**config.mk**
```make
export PLATFORM = sky130hd
export DESIGN_NAME = pu_riscv_ex_result
export DESIGN_NICKNAME = d
export VERILOG_FILES = /design/src/rtl/pu_riscv_ex_result.sv
export SDC_FILE = /design/constraint.sdc
export NUM_CORES = 1
export LEC_CHECK = 0
export ABC_AREA = 1
export BUFFER_PORTS_ARGS = -buffer_cell sky130_fd_sc_hd__buf_2
export CAP_MARGIN = 0
export CORE_MARGIN = 4
export CORE_UTILIZATION = 45
export CTS_CLUSTER_DIAMETER = 40
export DETAILED_ROUTE_END_ITERATION = 10
export GPL_TIMING_DRIVEN = 0
export PLACE_DENSITY = 0.75
export SYNTH_ARGS = -nofsm -noshare
export SYNTH_HDL_FRONTEND = slang
export SYNTH_SLANG_ARGS = --single-unit
export TNS_END_PERCENT = 1
```
**constraint.sdc**
```tcl
create_clock -name clk -period 1.9 [get_ports clk]
set_input_delay 0.38 -clock clk [delete_from_list [all_inputs] [get_ports clk]]
set_output_delay 0.38 -clock clk [all_outputs]
set_load 0.1 [all_outputs]
```
**src/rtl/pu_riscv_ex_result.sv**
```systemverilog
// rtl/pu_riscv_ex_result.sv - execute-stage result collector with one-entry skid buffer
module pu_riscv_ex_result #(
   parameter int XLEN = 64
) (
   input  logic            clk,
   input  logic            rst,
   input  logic            wb_stall,
   input  logic            ex_flush,
   input  logic            alu_bubble,
   input  logic [XLEN-1:0] alu_r,
   input  logic            mul_bubble,
   input  logic [XLEN-1:0] mul_r,
   input  logic            div_bubble,
   input  logic [XLEN-1:0] div_r,
   output logic            ex_bubble,
   output logic [XLEN-1:0] ex_r,
   output logic [1:0]      ex_src,
   output logic            ex_stall_req,
   output logic            err_collision,
   output logic            err_overflow
);

   localparam logic [1:0] SRC_NONE = 2'd0;
   localparam logic [1:0] SRC_ALU  = 2'd1;
   localparam logic [1:0] SRC_MUL  = 2'd2;
   localparam logic [1:0] SRC_DIV  = 2'd3;

   logic            in_vld;
   logic            in_coll;
   logic [XLEN-1:0] in_r;
   logic [1:0]      in_src;

   logic            skid_vld;
   logic [XLEN-1:0] skid_r;
   logic [1:0]      skid_src;

   // Pick the incoming result; the divider wins because its pulse cannot be repeated
   always_comb begin
      in_r   = '0;
      in_src = SRC_NONE;
      if (!div_bubble) begin
         in_r   = div_r;
         in_src = SRC_DIV;
      end else if (!mul_bubble) begin
         in_r   = mul_r;
         in_src = SRC_MUL;
      end else if (!alu_bubble) begin
         in_r   = alu_r;
         in_src = SRC_ALU;
      end
   end

   assign in_vld  = (in_src != SRC_NONE);
   assign in_coll = (!alu_bubble && !mul_bubble) || (!alu_bubble && !div_bubble) ||
                    (!mul_bubble && !div_bubble);

   // Stall request comes straight from the skid flag, never from inputs
   assign ex_stall_req = skid_vld;

   // Output register, skid register and sticky error flags
   always_ff @(posedge clk) begin
      if (rst) begin
         ex_bubble     <= 1'b1;
         ex_r          <= '0;
         ex_src        <= SRC_NONE;
         skid_vld      <= 1'b0;
         skid_r        <= '0;
         skid_src      <= SRC_NONE;
         err_collision <= 1'b0;
         err_overflow  <= 1'b0;
      end else if (ex_flush) begin
         ex_bubble <= 1'b1;
         ex_src    <= SRC_NONE;
         skid_vld  <= 1'b0;
      end else begin
         if (in_coll) begin
            err_collision <= 1'b1;
         end
         if (!wb_stall) begin
            if (skid_vld) begin
               // Drain the older skid entry first so results stay in order
               ex_bubble <= 1'b0;
               ex_r      <= skid_r;
               ex_src    <= skid_src;
               skid_vld  <= in_vld;
               if (in_vld) begin
                  skid_r   <= in_r;
                  skid_src <= in_src;
               end
            end else if (in_vld) begin
               ex_bubble <= 1'b0;
               ex_r      <= in_r;
               ex_src    <= in_src;
            end else begin
               ex_bubble <= 1'b1;
               ex_src    <= SRC_NONE;
            end
         end else if (in_vld) begin
            if (!skid_vld) begin
               skid_vld <= 1'b1;
               skid_r   <= in_r;
               skid_src <= in_src;
            end else begin
               err_overflow <= 1'b1;
            end
         end
      end
   end

endmodule

```
# Yosys cells after proc, flatten, opt, wreduce, memory -nomap -nowiden
# Cells that the tools add are included.
[totals] register_bits=136 latchBits=0 mem_bits_rw=0 mem_bits_ro=0 in_bits=199 out_inout_bits=70 word_cells=52 n_memories=0
[op_classes] n_addsub=0 mul=0 n_div=0 magnitude_cmp=0 eq_ne=2 shift=0 muxes=24 bitwise_logic=2 reduce_logical=16
[ops] op="$mux 64" count=9
[ops] op="$mux 2" count=9
[ops] op="$reduce_and 4->1" count=2
[ops] op="$mux 1" count=6
[ops] op="$reduce_bool 2->1" count=3
[ops] op="$logic_and 1x1->1" count=3
[ops] op="$logic_not 1->1" count=3
[ops] op="$reduce_and 3->1" count=1
[ops] op="$logic_or 1x1->1" count=2
[ops] op="$ne 2x1->1 const B" count=1
[ops] op="$ne 2x2->1 const B" count=1
[ops] op="$not 1->1" count=2
[ops] op="$reduce_and 2->1" count=1
[ops] op="$reduce_or 2->1" count=1

# Depth between registers and ports, before layout
[logic_depth] word_depth=7 mapped_depth=9 ltp_nobuf=8

# Worst setup path after synthesis
# OpenSTA, ideal clock, no wires.
[synth_path] path_type="reg-to-reg" from="register skid_vld (netlist: ex_stall_req)" to="register skid_r[43]" setup_time_ns=0.117 arrival_time_ns=1.949 required_time_ns=1.783 slack_ns=-0.166 stages_incl_launch_ff=10 n_path_buf=2 period_less_slack_ns=2.066 path_cell_list="dfxtp_1 buf_2 inv_2 nand2_1 nand2_1 nor2_4 inv_2 buf_2 a21oi_1 nor2_1"
[synth_between] elab_chain_cells=2 elab_cells_between_ends=3 classes_between="eq/ne: 1; reduce/logical: 2"
[synth_lines] element="start: declaration" line="33" text="logic skid_vld;"
[synth_lines] element="start signal: assignment" line="85" text="skid_vld <= in_vld;"
[synth_lines] element="$ne 2x2->1 (no source line) or $reduce_bool 2->1 (tied branches)"
[synth_lines] element="$reduce_and 4->1 (no source line) *"
[synth_lines] element="end signal: assignment" line="87" text="skid_r <= in_r;"
[synth_lines] element="end signal: assignment" line="101" text="skid_r <= in_r;"
[synth_lines] element="end: declaration" line="34" text="logic [XLEN-1:0] skid_r;"
# Every way passes the cells marked *; elsewhere a longest branch is shown, timed or not.
# A chain may end at the register's enable or synchronous reset.

# Final worst setup path
[layout_path] from="register skid_vld (netlist: ex_stall_req)" to="register ex_r[55]"
[layout_between] elab_chain_cells=2 elab_cells_between_ends=3 classes_between="mux: 1; reduce/logical: 2"
[layout_lines] element="$reduce_bool 2->1 (no source line)"
[layout_lines] element="$reduce_and 3->1 (no source line)"
[layout_lines] element="end signal: assignment" line="83" text="ex_r <= skid_r;"
[layout_lines] element="end signal: assignment" line="92" text="ex_r <= in_r;"
[layout_lines] element="end: declaration" line="16" text="output logic [XLEN-1:0] ex_r,"
# Parallel ways exist; a longest one is shown, timed or not.

==> run metrics <==
# clock sinks about 140; final setup violating endpoints 0; footprint of the multi-input gates 4093 sq um; clock buffer depth 2; clk_lat worst skew approximately 0.43 ns; dominant cell type by area after synthesis dfxtp_1; outcome finished, final reports clean; Root Buffer clkbuf_16; RSZ-0062 raised after global routing no; Synth top area share a little over a third; type of origin of the critical path flip-flop; Cells after Synth 1300; Pre-Repair DR Iteration Count 5; Slowest Stage Delay on Critical Path between 0.4 and 0.5 ns; Nets 1785; IO buf count 267; Wirelength per Cell 16.03 microns; H-tree Lvls 4; f_max 588.2 MHz; row count 47; Post-Syn Nets between 1000 and 1500; vias per cell between 5 and 6; critical path type flip-flop to flip-flop; Critical Path End Type flip-flop; Post-Layout Inst Area approximately 10000 sq um; post-DP HPWL between 20 and 25 mm; initial antenna violation count 3; Synth async-reset ratio 0%; TritonCTS clock tree yes; post-layout util around 60%; prevailing post-synth register cell dfxtp_1; worst min path class primary input to flip-flop; number of unique standard cell types used by synthesis 19; layout cell share with drive strength beyond 1 around a quarter; worst slew pin tran ~0.74 ns; Clock Skew 0.006090 ns; max_cap viols 0; PwrDens between 900 and 1000 nW/um^2; register area share after synthesis a little over a third; Synth top cells by count nand2_1, nand3_1, nor2_1; fin crit share approximately 90%; total wire length 29.21 mm; cells along the critical path buf_2 -> inv_2 -> buf_2 -> buf_1 -> nand3_1 -> a21oi_1; DR vias between 9000 and 10000; Syn. warnings 0; most used cell along the critical path buf_2; final hold viol count 0; count leader, synth nand2_1; cts bufs inserted 17; DR iter-0 viols 655; fill count roughly 1700; first-pass GRT wire length 45.11 mm; post-route ant nets 0; slew margin rel. around half; Hold-fix buffers, CTS 0; Worst Path Max Fanout 10; number of synthesized flops with an enable pin 0; GR Overflow Total 0; number of global-route vias before repair between 8000 and 9000; Synth area leaders dfxtp_1, nand2_1, nand3_1; placed cell areas approximately 9400 sq um; Starting Density a little under half; pin count of the biggest net entering global routing 17; Tmin final roughly 1.7 ns; Die Y approximately 140 microns; required time worst endpoint 2.26 ns; Lkg Pwr a little under 6 nW; maximum vdd ir drop just under 0.7 mV; Core Region ~17000 sq um; Mapped Area between 7000 and 8000 sq um; GRT Total Usage 29.07%; Die X-Extent about 140 microns; RePlAce Congestion slightly below 0.9; area grow syn2layout 29.92%; Max Slew Vio Count 0; Ports approximately 270; clock slew at reported path FFs 0.06 ns; post-synthesis register bit count ~140; register area between 2000 and 3000 sq um; die area roughly 19000 sq um; Post CTS Setup Buffer Count 0; CP max stage cell buf_1; syn avg cell area roughly 6 sq um; cts repair resizes 0; DRC Markers 0; CP Data Arrival Time a little over 2 ns
==> routing by layer <==
metal,global-route usage (%),routed length (microns),vias up
li1,-,-,4632
met1,36.72,12310,4075
met2,48.35,13800,381
met3,6.449,2324,53
met4,11.43,782,0
met5,0,0,-
==> power breakdown <==
| group | internal, mW | switching (mW) | leakage, nW |
|---|---|---|---|
| combinational | 0.626 | 1.70 | 4.37 |
| clock | 2.67 | 1.31 | 0.334 |
| sequential | 3.08 | 0.107 | 1.12 |
| total | 6.37 | 3.12 | 5.82 |
==> cell type report <==
class	count	area share, %
flip-flops and latches	136	26.98
plain buffers	91	4.227
inverters	141	5.243
diodes	3	0.07437
clock buffers	21	4.561
clock inverters	11	2.405
well taps	220	2.727
repair buffers	267	13.24
multi-input cells	932	40.54
==> flip-flops by register name, summed over array words and instances (netlist names) <==
| register | count |
|---|---|
| ex_bubble | 1 |
| ex_stall_req | 1 |
| skid_src | 2 |
| err_collision | 1 |
| skid_r | 64 |
| err_overflow | 1 |
| ex_r | 64 |
| ex_src | 2 |
==> cells in the final DEF (no fill, tap or decap) <==
| cell type | Yosys | layout |
|---|---|---|
| nor2_4 | 1 | 1 |
| clkbuf_2 | 0 | 1 |
| nand2_1 | 366 | 366 |
| diode_2 | 0 | 3 |
| buf_6 | 2 | 2 |
| o21ai_0 | 30 | 30 |
| bufinv_16 | 0 | 7 |
| buf_4 | 1 | 1 |
| inv_2 | 4 | 4 |
| clkbuf_16 | 0 | 17 |
| buf_2 | 52 | 319 |
| nand4_1 | 2 | 2 |
| dfxtp_1 | 136 | 135 |
| or2_2 | 64 | 64 |
| buf_1 | 6 | 6 |
| clkinvlp_4 | 0 | 2 |
| clkinv_4 | 0 | 2 |
| clkbuf_1 | 30 | 31 |
| a21oi_1 | 101 | 101 |
| o21ai_1 | 8 | 8 |
| nor2_1 | 166 | 166 |
| clkbuf_8 | 0 | 2 |
| nand3_1 | 192 | 192 |
| dfxtp_2 | 0 | 1 |
| inv_1 | 137 | 137 |
| o31ai_1 | 1 | 1 |
| o211ai_1 | 1 | 1 |
==> metrics by stage <==
step | hold slack, ns | power, mW | setup WS (ns) | std cells | setup TNS (ns)
after global routing | 0.2500 | 9.851 | 0.04728 | 1822 | 0
final | 0.2241 | 9.489 | 0.1999 | 1822 | 0
after detailed placement | 0.4417 | 5.551 | -0.1141 | 1787 | -1.999
after CTS | 0.2150 | 9.487 | 0.1425 | 1819 | 0
after global placement | 0.4378 | 5.521 | -0.1453 | 1787 | -2.126
after floorplan | 0.4495 | 4.908 | 0.1707 | 1300 | 0
==> final timing paths <==
| kind | startpoint | to | slack [ns] | cells after the start |
|---|---|---|---|---|
| worst max-delay path | ex_stall_req | ex_r[55] | 0.20 | 6 |
| worst min-delay path | rst | ex_r[20] | 0.22 | 4 |
| worst max register to register | ex_stall_req | ex_r[55] | 0.20 | 6 |
| worst min register to register | err_collision | err_collision | 0.45 | 2 |
==> worst max-delay path, delay by kind of cell, from the launching register on <==
kind	cells	cell delay (ns)
AOI/OAI and AO/OA	1	0.15
buffers and inverters	4	1.00
DFF	1	0.31
and+or+nand+nor	1	0.17
==> kinds of logic after synthesis <==
logic type / share of synthesized area [%]
buf+inv: 12.29
simple gates: 43.53
flops: 35.04
compound gates: 9.147
Power figures use the tool's default switching activity.
